--- src/rtl/local_bht_update_queue_if.sv ---
// Fetch/resolve/update bundle for the local BHT update queue.
// The master side is the pipeline; the slave side is the queue itself.
interface local_bht_update_queue_if;
    logic        fetch_valid;
    logic [15:0] fetch_pc;
    logic        fetch_prediction;
    logic        resolve_valid;
    logic [15:0] resolve_pc;
    logic        resolve_taken;
    logic        flush;
    logic        full;
    logic        empty;
    logic        bht_write;
    logic [15:0] bht_write_pc;
    logic        bht_taken;
    logic        mispredict;
    logic        sync_error;
    logic [15:0] branch_count;
    logic [15:0] mispredict_count;

    modport master (
        output fetch_valid, fetch_pc, fetch_prediction,
        output resolve_valid, resolve_pc, resolve_taken, flush,
        input  full, empty, bht_write, bht_write_pc, bht_taken,
        input  mispredict, sync_error, branch_count, mispredict_count
    );

    modport slave (
        input  fetch_valid, fetch_pc, fetch_prediction,
        input  resolve_valid, resolve_pc, resolve_taken, flush,
        output full, empty, bht_write, bht_write_pc, bht_taken,
        output mispredict, sync_error, branch_count, mispredict_count
    );
endinterface

--- src/rtl/local_bht_update_queue.sv ---
// In-order queue of predicted branches; on resolve it issues a registered
// BHT write and flushes younger entries when the prediction was wrong.
module local_bht_update_queue #(
    parameter int DEPTH = 4
) (
    input logic clk,
    input logic rst,
    local_bht_update_queue_if.slave bus
);
    localparam int PW = $clog2(DEPTH);

    typedef struct packed {
        logic [15:0] pc;
        logic        pred;
    } entry_t;

    entry_t        mem [DEPTH];
    logic [PW-1:0] head, tail;
    logic [PW:0]   count;

    logic        bht_write_q, bht_taken_q, mispredict_q, sync_error_q;
    logic [15:0] bht_pc_q, branch_cnt_q, mispred_cnt_q;

    entry_t head_e;
    logic   full, empty, res_ok, res_bad, mis, clear, enq_ok;

    assign head_e  = mem[head];
    assign full    = (count == (PW+1)'(DEPTH));
    assign empty   = (count == '0);
    assign res_ok  = bus.resolve_valid && !empty && (bus.resolve_pc == head_e.pc);
    assign res_bad = bus.resolve_valid && !res_ok;
    assign mis     = res_ok && (bus.resolve_taken != head_e.pred);
    // A fetched branch is always younger than anything being flushed, so it dies too.
    assign clear   = bus.flush || mis;
    assign enq_ok  = bus.fetch_valid && (!full || res_ok) && !clear;

    always_ff @(posedge clk) begin
        if (rst) begin
            head  <= '0;
            tail  <= '0;
            count <= '0;
        end else if (clear) begin
            head  <= '0;
            tail  <= '0;
            count <= '0;
        end else begin
            if (enq_ok) tail <= tail + PW'(1);
            if (res_ok) head <= head + PW'(1);
            count <= count + (PW+1)'(enq_ok) - (PW+1)'(res_ok);
        end
    end

    // Storage is qualified by the pointers, so it carries no reset.
    always_ff @(posedge clk) begin
        if (!rst && enq_ok) mem[tail] <= '{pc: bus.fetch_pc, pred: bus.fetch_prediction};
    end

    always_ff @(posedge clk) begin
        if (rst) begin
            bht_write_q   <= 1'b0;
            bht_pc_q      <= '0;
            bht_taken_q   <= 1'b0;
            mispredict_q  <= 1'b0;
            sync_error_q  <= 1'b0;
            branch_cnt_q  <= '0;
            mispred_cnt_q <= '0;
        end else begin
            bht_write_q  <= res_ok;
            mispredict_q <= mis;
            if (res_ok) begin
                bht_pc_q     <= bus.resolve_pc;
                bht_taken_q  <= bus.resolve_taken;
                branch_cnt_q <= branch_cnt_q + 16'd1;
            end
            if (mis) mispred_cnt_q <= mispred_cnt_q + 16'd1;
            if (res_bad) sync_error_q <= 1'b1;
        end
    end

    assign bus.full             = full;
    assign bus.empty            = empty;
    assign bus.bht_write        = bht_write_q;
    assign bus.bht_write_pc     = bht_pc_q;
    assign bus.bht_taken        = bht_taken_q;
    assign bus.mispredict       = mispredict_q;
    assign bus.sync_error       = sync_error_q;
    assign bus.branch_count     = branch_cnt_q;
    assign bus.mispredict_count = mispred_cnt_q;
endmodule
--- src/flat_wrapper.sv ---
// flat-port wrapper written by rule: the top's interface ports become plain ports
module local_bht_update_queue_flat 
#(
    parameter int DEPTH = 4
)
  (clk, rst, bus_fetch_valid, bus_fetch_pc, bus_fetch_prediction, bus_resolve_valid, bus_resolve_pc, bus_resolve_taken, bus_flush, bus_full, bus_empty, bus_bht_write, bus_bht_write_pc, bus_bht_taken, bus_mispredict, bus_sync_error, bus_branch_count, bus_mispredict_count);
  local_bht_update_queue_if bus_i ();
  input logic clk;
  input logic rst;
  input wire logic [$bits(bus_i.fetch_valid)-1:0] bus_fetch_valid;
  input wire logic [$bits(bus_i.fetch_pc)-1:0] bus_fetch_pc;
  input wire logic [$bits(bus_i.fetch_prediction)-1:0] bus_fetch_prediction;
  input wire logic [$bits(bus_i.resolve_valid)-1:0] bus_resolve_valid;
  input wire logic [$bits(bus_i.resolve_pc)-1:0] bus_resolve_pc;
  input wire logic [$bits(bus_i.resolve_taken)-1:0] bus_resolve_taken;
  input wire logic [$bits(bus_i.flush)-1:0] bus_flush;
  output wire logic [$bits(bus_i.full)-1:0] bus_full;
  output wire logic [$bits(bus_i.empty)-1:0] bus_empty;
  output wire logic [$bits(bus_i.bht_write)-1:0] bus_bht_write;
  output wire logic [$bits(bus_i.bht_write_pc)-1:0] bus_bht_write_pc;
  output wire logic [$bits(bus_i.bht_taken)-1:0] bus_bht_taken;
  output wire logic [$bits(bus_i.mispredict)-1:0] bus_mispredict;
  output wire logic [$bits(bus_i.sync_error)-1:0] bus_sync_error;
  output wire logic [$bits(bus_i.branch_count)-1:0] bus_branch_count;
  output wire logic [$bits(bus_i.mispredict_count)-1:0] bus_mispredict_count;
  assign bus_i.fetch_valid = bus_fetch_valid;
  assign bus_i.fetch_pc = bus_fetch_pc;
  assign bus_i.fetch_prediction = bus_fetch_prediction;
  assign bus_i.resolve_valid = bus_resolve_valid;
  assign bus_i.resolve_pc = bus_resolve_pc;
  assign bus_i.resolve_taken = bus_resolve_taken;
  assign bus_i.flush = bus_flush;
  assign bus_full = bus_i.full;
  assign bus_empty = bus_i.empty;
  assign bus_bht_write = bus_i.bht_write;
  assign bus_bht_write_pc = bus_i.bht_write_pc;
  assign bus_bht_taken = bus_i.bht_taken;
  assign bus_mispredict = bus_i.mispredict;
  assign bus_sync_error = bus_i.sync_error;
  assign bus_branch_count = bus_i.branch_count;
  assign bus_mispredict_count = bus_i.mispredict_count;
  local_bht_update_queue #(.DEPTH(DEPTH)) u_core (.clk(clk), .rst(rst), .bus(bus_i));
endmodule
--- config.mk ---
export PLATFORM = sky130hd
export DESIGN_NAME = local_bht_update_queue_flat
export DESIGN_NICKNAME = d
export VERILOG_FILES = /design/src/rtl/local_bht_update_queue_if.sv /design/src/rtl/local_bht_update_queue.sv /design/src/flat_wrapper.sv
export SDC_FILE = /design/constraint.sdc
export NUM_CORES = 1
export LEC_CHECK = 0
export BUFFER_PORTS_ARGS = -buffer_cell sky130_fd_sc_hd__buf_4
export CAP_MARGIN = 25
export CORE_ASPECT_RATIO = 1.1
export CORE_MARGIN = 3
export CORE_UTILIZATION = 51
export DETAILED_ROUTE_END_ITERATION = 10
export PLACE_DENSITY = 0.76
export SYNTH_ARGS = -nofsm -noshare
export SYNTH_HDL_FRONTEND = slang
export SYNTH_SLANG_ARGS = --single-unit
--- constraint.sdc ---
create_clock -name clk -period 3.55 [get_ports clk]
set_input_delay 0.5325 -clock clk [delete_from_list [all_inputs] [get_ports clk]]
set_output_delay 0.5325 -clock clk [all_outputs]
set_load 0.02 [all_outputs]
Yosys cells after proc, flatten, opt, wreduce, memory -nomap -nowiden
Memory sizes are Yosys's and may differ from the RTL's. A register that Yosys moved wholly into a read port is not among the register bits. Index checks and enable logic that the tools add are counted.

Flip-flop bits (word level): 59. RAM bits: 68. Input bits: 39. Output and inout bits: 54. Memories kept: 1.

Add/subtract/negate cells: 6. Equal/unequal tests: 3. Muxes and demuxes: 4. Reductions and logical operators: 16.

Memory list: u_core.mem (words 4, bits a word 17, read ports 1, clocked after memory_dff 1, wr ports 1, RTL line local_bht_update_queue.sv:17) `entry_t mem [DEPTH];`.

Operators by type and width (count): adder 16 x 1 -> 16 bit (second input constant) (2); equality test 16 bit (1); logical AND 1 bit (7); zero test 1 bit (5); adder 2 x 1 -> 2 bit (second input constant) (2); two-way mux 2 bit (2); adder 3 x 1 -> 3 bit (1); equality test 3 bit (second input constant) (1); zero test 3 bit (1); subtractor 3 x 1 -> 3 bit (1); logical OR 1 bit (2); two-way mux 1 bit (2); OR reduction 2 bit (1); != test 1 bit (1).

Depth between registers and ports, before layout
Gate-level depths: netlist of run 1.

Depth after elaboration: 11. Gate-level depth with buffers: 16. Depth with buffers taken out: 14.

Least setup slack after synthesis of run 1
Ideal clock, no wire load.

Kind: reg-to-reg. Start: reg (tool-made name). End: reg u_core.count[2]. Setup time: 0.125 ns. Arrival time: 3.632 ns. Slack: -0.207 ns. Cell stages (with the launch flop): 16. Buffers on the path: 3. Path through: dfxtp_1 -> clkbuf_1 -> buf_1 -> mux4_2 -> xnor2_1 -> nand2_1 -> or4_4 -> buf_6 -> o31ai_2 -> nor3b_1 -> ha_1 -> inv_1 -> fa_1 -> xor2_1 -> xnor2_1 -> nor3_1.

RTL lines: end signal, assigned (RTL line local_bht_update_queue.sv:49) `count <= count + (PW+1)'(enq_ok) - (PW+1)'(res_ok);`; end, declared (RTL line local_bht_update_queue.sv:19) `logic [PW:0] count;`.

==> flow_summary.toml, run 1 <==
[run_status]
status = "finished clean"

[setup_path]
setup.worst_path.class = "register to register"
regToRegSetupSlack_ns = 0.13
cp.required_ns = 3.89
critPathMaxStageDelay_ns = 0.55
slowest_stage = "mux4_2"
crit_arrival_ns = 3.76
crit_chain = "buf_6 -> buf_6 -> mux4_2 -> xnor2_2 -> nand4_1 -> nor4_2 -> buf_4 -> nand2_4 -> inv_2 -> ha_1 -> inv_1 -> ha_1 -> inv_1 -> fa_2 -> xor2_1 -> xnor2_1 -> nor3_1"
critPathLaunchType = "register"
crit_path_max_fanout = 4
path_buf_inv = 6
reg2reg_depth = 17
cp-end-kind = "register"
r2r_end = "u_core.count[2]"
cpLargestDelayFamily = "adder cells"

[clocking]
cts_tree = "done"
cts_buffers = 17
insertion_delay_ns = 0.41
cts.reportedPaths.clkPinSlew_ns = 0.06
clock_path_buffers = 2
htree_levels = 4
cts.sinks = 129
clockRootBuffer = "clkbuf_16"

[synth]
synth_warnings = 0
syn_area_sq_um = 5760
syn_area_per_cell_sq_um = 11.7
synthArstFlopShare_pct = 0
synth_edf_count = 68
synth.largest_area_cell = "edfxtp_1"
synthDistinctLibCells = 42
synthesis.nets = 540
synth_cells = 492
synth_top_area_share_pct = 35.4
ys.flop_type = "edfxtp_1"
seq_area_frac_synth_pct = 56.6
yosys_register_bits = 129
synthTopCellsByArea = "edfxtp_1, dfxtp_1, mux4_2, mux2_2, nand3_1"

[timing]
skew_ns = 0.00755
rsz0062_at_grt = "true"
worst_pin_slew_ns = 0.792
min_period_over_period_pct = 96.3
slew_violations = 0
setup_viol = 0
max_freq_mhz = 293
holdWs_ns = 0.316
slew_headroom_pct = 47.2
period_needed_ns = 3.42
hold_viol = 0

[floorplan]
ios = 93
core_area_sq_um = 11000
initial_utilization_pct = 52.6
fp.dieW_um = 107
die_height_um = 117
dieArea_sq_um = 12600
rows = 40

[power_and_ir_drop]
ir_worst_vdd_v = 0.000336
p_per_area_nw_per_um2 = 442
leakage_uw = 0.00271

[finish]
drive_above_1_share_pct = 34.8
final_cell_mix = "buf_4, edfxtp_1, dfxtp_1"
syn_to_final_growth_pct = 27.3
layout_commonest_cell = "buf_4"
fin_nets = 642
diodes = 0
design_area_sq_um = 7340
final_cells = 753

[route]
wirelength_um = 13600
vias = 4325
vias_per_cell = 5.74
final_antenna_net_count = 0
drt_first_pass_iters = 5
wl_per_cell_um = 18.1
drc = 0
drt-initial-drc-count = 413

[global_routing]
grt_pass1_vias = 4181
grt.total_usage_pct = 21.9
overflow = 0
antenna_found_initial = 0
grt_max_degree = 82
grt_first_pass_wirelength_um = 21500

[worst_hold_path]
hold_depth = 1
min_path_type = "input port to register"
min_to = "u_core.mem[3][6]"
hp-start = "bus_fetch_pc[5]"

[placement]
dpl.cell_count = 718
gp_congestion = 0.895
numPortBuffers = 92
placed_area_sq_um = 6680
hpwlAfterDp_um = 9090

[flow_run]
max-cap-violations = 0
## worst max path at each step
stage                       endpoint  cells past startpoint
floorplan           u_core.mem[0][0]                     10
global placement     u_core.count[2]                     13
detailed placement   u_core.count[2]                     17
CTS                  u_core.count[2]                     16
global route         u_core.count[2]                     17
finish               u_core.count[2]                     17
## repair_timing
action | 4_1_cts | 5_1_grt
buffers inserted | 0 | 4
pin swaps | 0 | 3
hold endpoints to repair | 0 | 0
gates resized for setup | 2 | 21
setup endpoints to repair | 2 | 64
hold buffers | 0 | 0
## power by group
| group | switching [uW] | total [uW] | internal (uW) |
|---|---|---|---|
| clock network | 635 | 1510 | 879 |
| logic | 80.1 | 145 | 64.7 |
| registers | 4.28 | 1580 | 1580 |
| total | 720 | 3240 | 2520 |
## routing by layer
| metal | GRT usage [%] | vias to the layer above | routed length [um] |
|---|---|---|---|
| li1 | - | 2019 | - |
| met1 | 27.6 | 2120 | 5470 |
| met2 | 36.5 | 160 | 7060 |
| met3 | 4.17 | 26 | 785 |
| met4 | 9.71 | 0 | 308 |
| met5 | 0 | - | 0 |
## state kept, by name, summed over array words and instances, names as in the netlist, 2 cells and up, named ones only
| register | count |
|---|---|
| u_core.bus.bht_write_pc | 16 |
| u_core.bus.branch_count | 16 |
| u_core.bus.mispredict_count | 16 |
| u_core.count | 3 |
| u_core.head | 2 |
| u_core.mem | 68 |
| u_core.tail | 2 |
## stage by stage
step	setup TNS (ns)	utilization, %	worst slack [ns]	power [uW]
6_report	0	66.9	0.132	3240
5_1_grt	-0.119	66.9	-0.0853	3350
4_1_cts	0	65.7	0.0251	3260
3_5_place_dp	-0.110	60.9	-0.0738	1750
3_3_place_gp	0	60.9	0.0666	1740
2_1_floorplan	-1.26	-	-0.0184	1680
## cells by family after synthesis
kind of cell	synth area share, %
DFF	56.6
and+or+nand+nor	16.2
AOI/OAI and AO/OA	6.47
xor gates and xnor gates	3.19
adders and majority gates	2.08
buffers and inverters	3.54
muxes	11.9
## synth_stat cells (3+ instances only)
cell type  instances
inv_1             13
ha_1               8
buf_1              5
xor2_1             3
nor2_1            39
xnor2_1           18
clkbuf_1          23
nor3_1            21
mux4_2            17
and4_1             3
nor2b_1           26
nor4_1             7
o21ai_0           23
dfxtp_1           61
nand3_1           37
o211ai_1           5
nand2_1           15
mux2_2            23
buf_6              4
a31o_2             3
nand4_1           14
a21oi_1           27
edfxtp_1          68
## area by class of cell
class                   count  area [sq um]
well taps                 147           184
clock inverters            14          93.8
inverters                  13          48.8
clock buffers              17           425
multi-input cells         317          2410
repair buffers            116           907
fillers                   806          3620
flip-flops and latches    129          3270
## worst register-to-register path, cell delays in order, from the launching register on
cell and delay, ns:
dfxtp_4 0.38, buf_6 0.13, buf_6 0.11, mux4_2 0.55
xnor2_2 0.20, nand4_1 0.13, nor4_2 0.35, buf_4 0.19
nand2_4 0.06, inv_2 0.06, ha_1 0.23, inv_1 0.06
ha_1 0.13, inv_1 0.05, fa_2 0.33, xor2_1 0.15
xnor2_1 0.13, nor3_1 0.12
(Power assumes the default switching activity.)
==> run 2, diff against run 1 <==
--- a/config.mk
+++ b/config.mk
@@ -12,6 +12,7 @@
 export CORE_UTILIZATION = 51
 export DETAILED_ROUTE_END_ITERATION = 10
 export PLACE_DENSITY = 0.76
+export RECOVER_POWER = 25
 export SYNTH_ARGS = -nofsm -noshare
 export SYNTH_HDL_FRONTEND = slang
 export SYNTH_SLANG_ARGS = --single-unit
==> run 2 against run 1 <==
  * Sequential share of layout area increased by 0.39 points
  * Routed wire length about the same
  * Register-to-register slack about the same
  * Largest power group unchanged
  * Critical endpoint unchanged
  * Cell area decreased by 0.87%
  * Maximum frequency about the same
  * Sequential power about the same
  * Clock power about the same
==> flow_summary.toml, run 2 (synthesized netlist as in run 1, its figures left out) <==
[clocking]
htree_levels = 4
clock_path_buffers = 2
cts.reportedPaths.clkPinSlew_ns = 0.06
cts.sinks = 129
cts_buffers = 17
postCtsHoldBufs = 0
insertion_delay_ns = 0.41
cts_tree = "done"
clockRootBuffer = "clkbuf_16"

[floorplan]
die_height_um = 117
initial_utilization_pct = 52.6
ios = 93
rows = 40
fp.dieW_um = 107
dieArea_sq_um = 12600
core_area_sq_um = 11000

[power_and_ir_drop]
sw_frac_of_total_pct = 22.3
p_per_area_nw_per_um2 = 445
power_frac_comb_pct = 4.2
p_seq_share_pct = 48.9
p_sw_uw = 723
p_int_uw = 2510
clockPowerShare_pct = 46.9
leakage_uw = 0.00265
ir_worst_vdd_v = 0.000336

[timing]
rsz0062_at_grt = "true"
setup_viol = 0
hold_viol = 0
skew_ns = 0.00816
slew_violations = 0
slew_headroom_pct = 46.6
fin_setup_tns_ns = 0
min_period_over_period_pct = 96.3
max_freq_mhz = 293
period_needed_ns = 3.42
worst_pin_slew_ns = 0.800

[placement]
gp_congestion = 0.895
hpwlAfterDp_um = 9090
numPortBuffers = 92

[global_routing]
overflow = 0
grt.total_usage_pct = 21.9
grt_max_degree = 82
antenna_found_initial = 0
grt_pass1_vias = 4181
grt_first_pass_wirelength_um = 21500

[setup_path]
cp-end-kind = "register"
crit_arrival_ns = 3.76
critPathMaxStageDelay_ns = 0.55
critPathLaunchType = "register"
crit_path_max_fanout = 4
slowest_stage = "mux4_2"
crit_chain = "buf_6 -> buf_6 -> mux4_2 -> xnor2_2 -> nand4_1 -> nor4_2 -> buf_4 -> nand2_4 -> inv_2 -> ha_1 -> inv_1 -> ha_1 -> inv_1 -> fa_2 -> xor2_1 -> xnor2_1 -> nor3_1"
cp.required_ns = 3.89
setup.worst_path.class = "register to register"

[route]
drt-initial-drc-count = 398
vias = 4341
vias_per_cell = 5.76
drc = 0
final_antenna_net_count = 0
wl_per_cell_um = 18.1
drt_first_pass_iters = 5
wirelength_um = 13600

[finish]
syn_to_final_growth_pct = 26.2
final_cell_mix = "buf_4, edfxtp_1, dfxtp_1"
drive_above_1_share_pct = 32.0
layout_commonest_cell = "buf_4"
fin_nets = 642
largest-register = "u_core.mem"
diodes = 0
largest_reg_flops = 68
final_util_pct = 66.4

[worst_hold_path]
hp-start = "bus_fetch_pc[12]"
min_path_type = "input port to register"

[flow_run]
max-cap-violations = 0

[run_status]
status = "finished clean"
==> run 2: cell types whose count changed in the layout (fill, tap and decap cells not counted) <==
cell      previous run  this run
buf_4              111        94
clkbuf_1             0        17
==> run 2: final timing paths <==
check	endpoint	slack, ns	depth (start not counted)
worst min register to register	u_core.bus.sync_error	0.47	2
worst max-delay path	u_core.count[2]	0.13	17
worst max register to register	u_core.count[2]	0.13	17
worst min-delay path	u_core.mem[3][13]	0.37	1
==> run 2: repair_timing <==
action	4_1_cts	5_1_grt
endpoints found under the setup margin	2	64
setup buffers	0	4
gates resized for setup	2	21
endpoints found under the hold margin	0	0
pin swaps	0	3
==> run 2: through the flow <==
step	hold WS (ns)	std cells	power [uW]	area (sq um)	worst slack, ns
after detailed placement	0.469	718	1750	6680	-0.0738
after floorplan	0.474	492	1680	5770	-0.0184
after CTS	0.304	749	3260	7210	0.0251
after global placement	0.457	718	1740	6680	0.0666
after global routing	0.381	753	3340	7270	-0.0853
final	0.372	753	3240	7270	0.132
==> run 2: power by group through the flow <==
stage	clock network (uW)	registers [uW]	logic, uW
after floorplan	0	1620	61.7
after global placement	0	1610	129
after detailed placement	0	1620	133
after CTS	1540	1580	135
after global routing	1610	1580	151
final	1520	1580	137
==> run 2: routing by layer <==
metal / global-route usage [%] / part of all wire [%]
met5: 0 / 0
met4: 9.71 / 2.4
met3: 4.17 / 6.0
met2: 36.5 / 52
met1: 27.6 / 39
==> run 2: worst max-delay path: cells and delay by family (launching register included) <==
| family | cells | cell delay [ns] |
|---|---|---|
| buffers and inverters | 6 | 0.59 |
| flip-flops | 1 | 0.38 |
| XOR/XNOR | 3 | 0.50 |
| adder cells (fa/ha/maj) | 3 | 0.69 |
| AND/OR/NAND/NOR | 4 | 0.64 |
| multiplexers | 1 | 0.55 |
==> run 2: final cells by class <==
type	count	area, sq um
multi-input cells	317	2410
flip-flops and latches	129	3270
inverters	13	48.8
clock buffers	17	425
well taps	147	184
repair buffers	116	843
clock inverters	14	93.8
fillers	824	3690
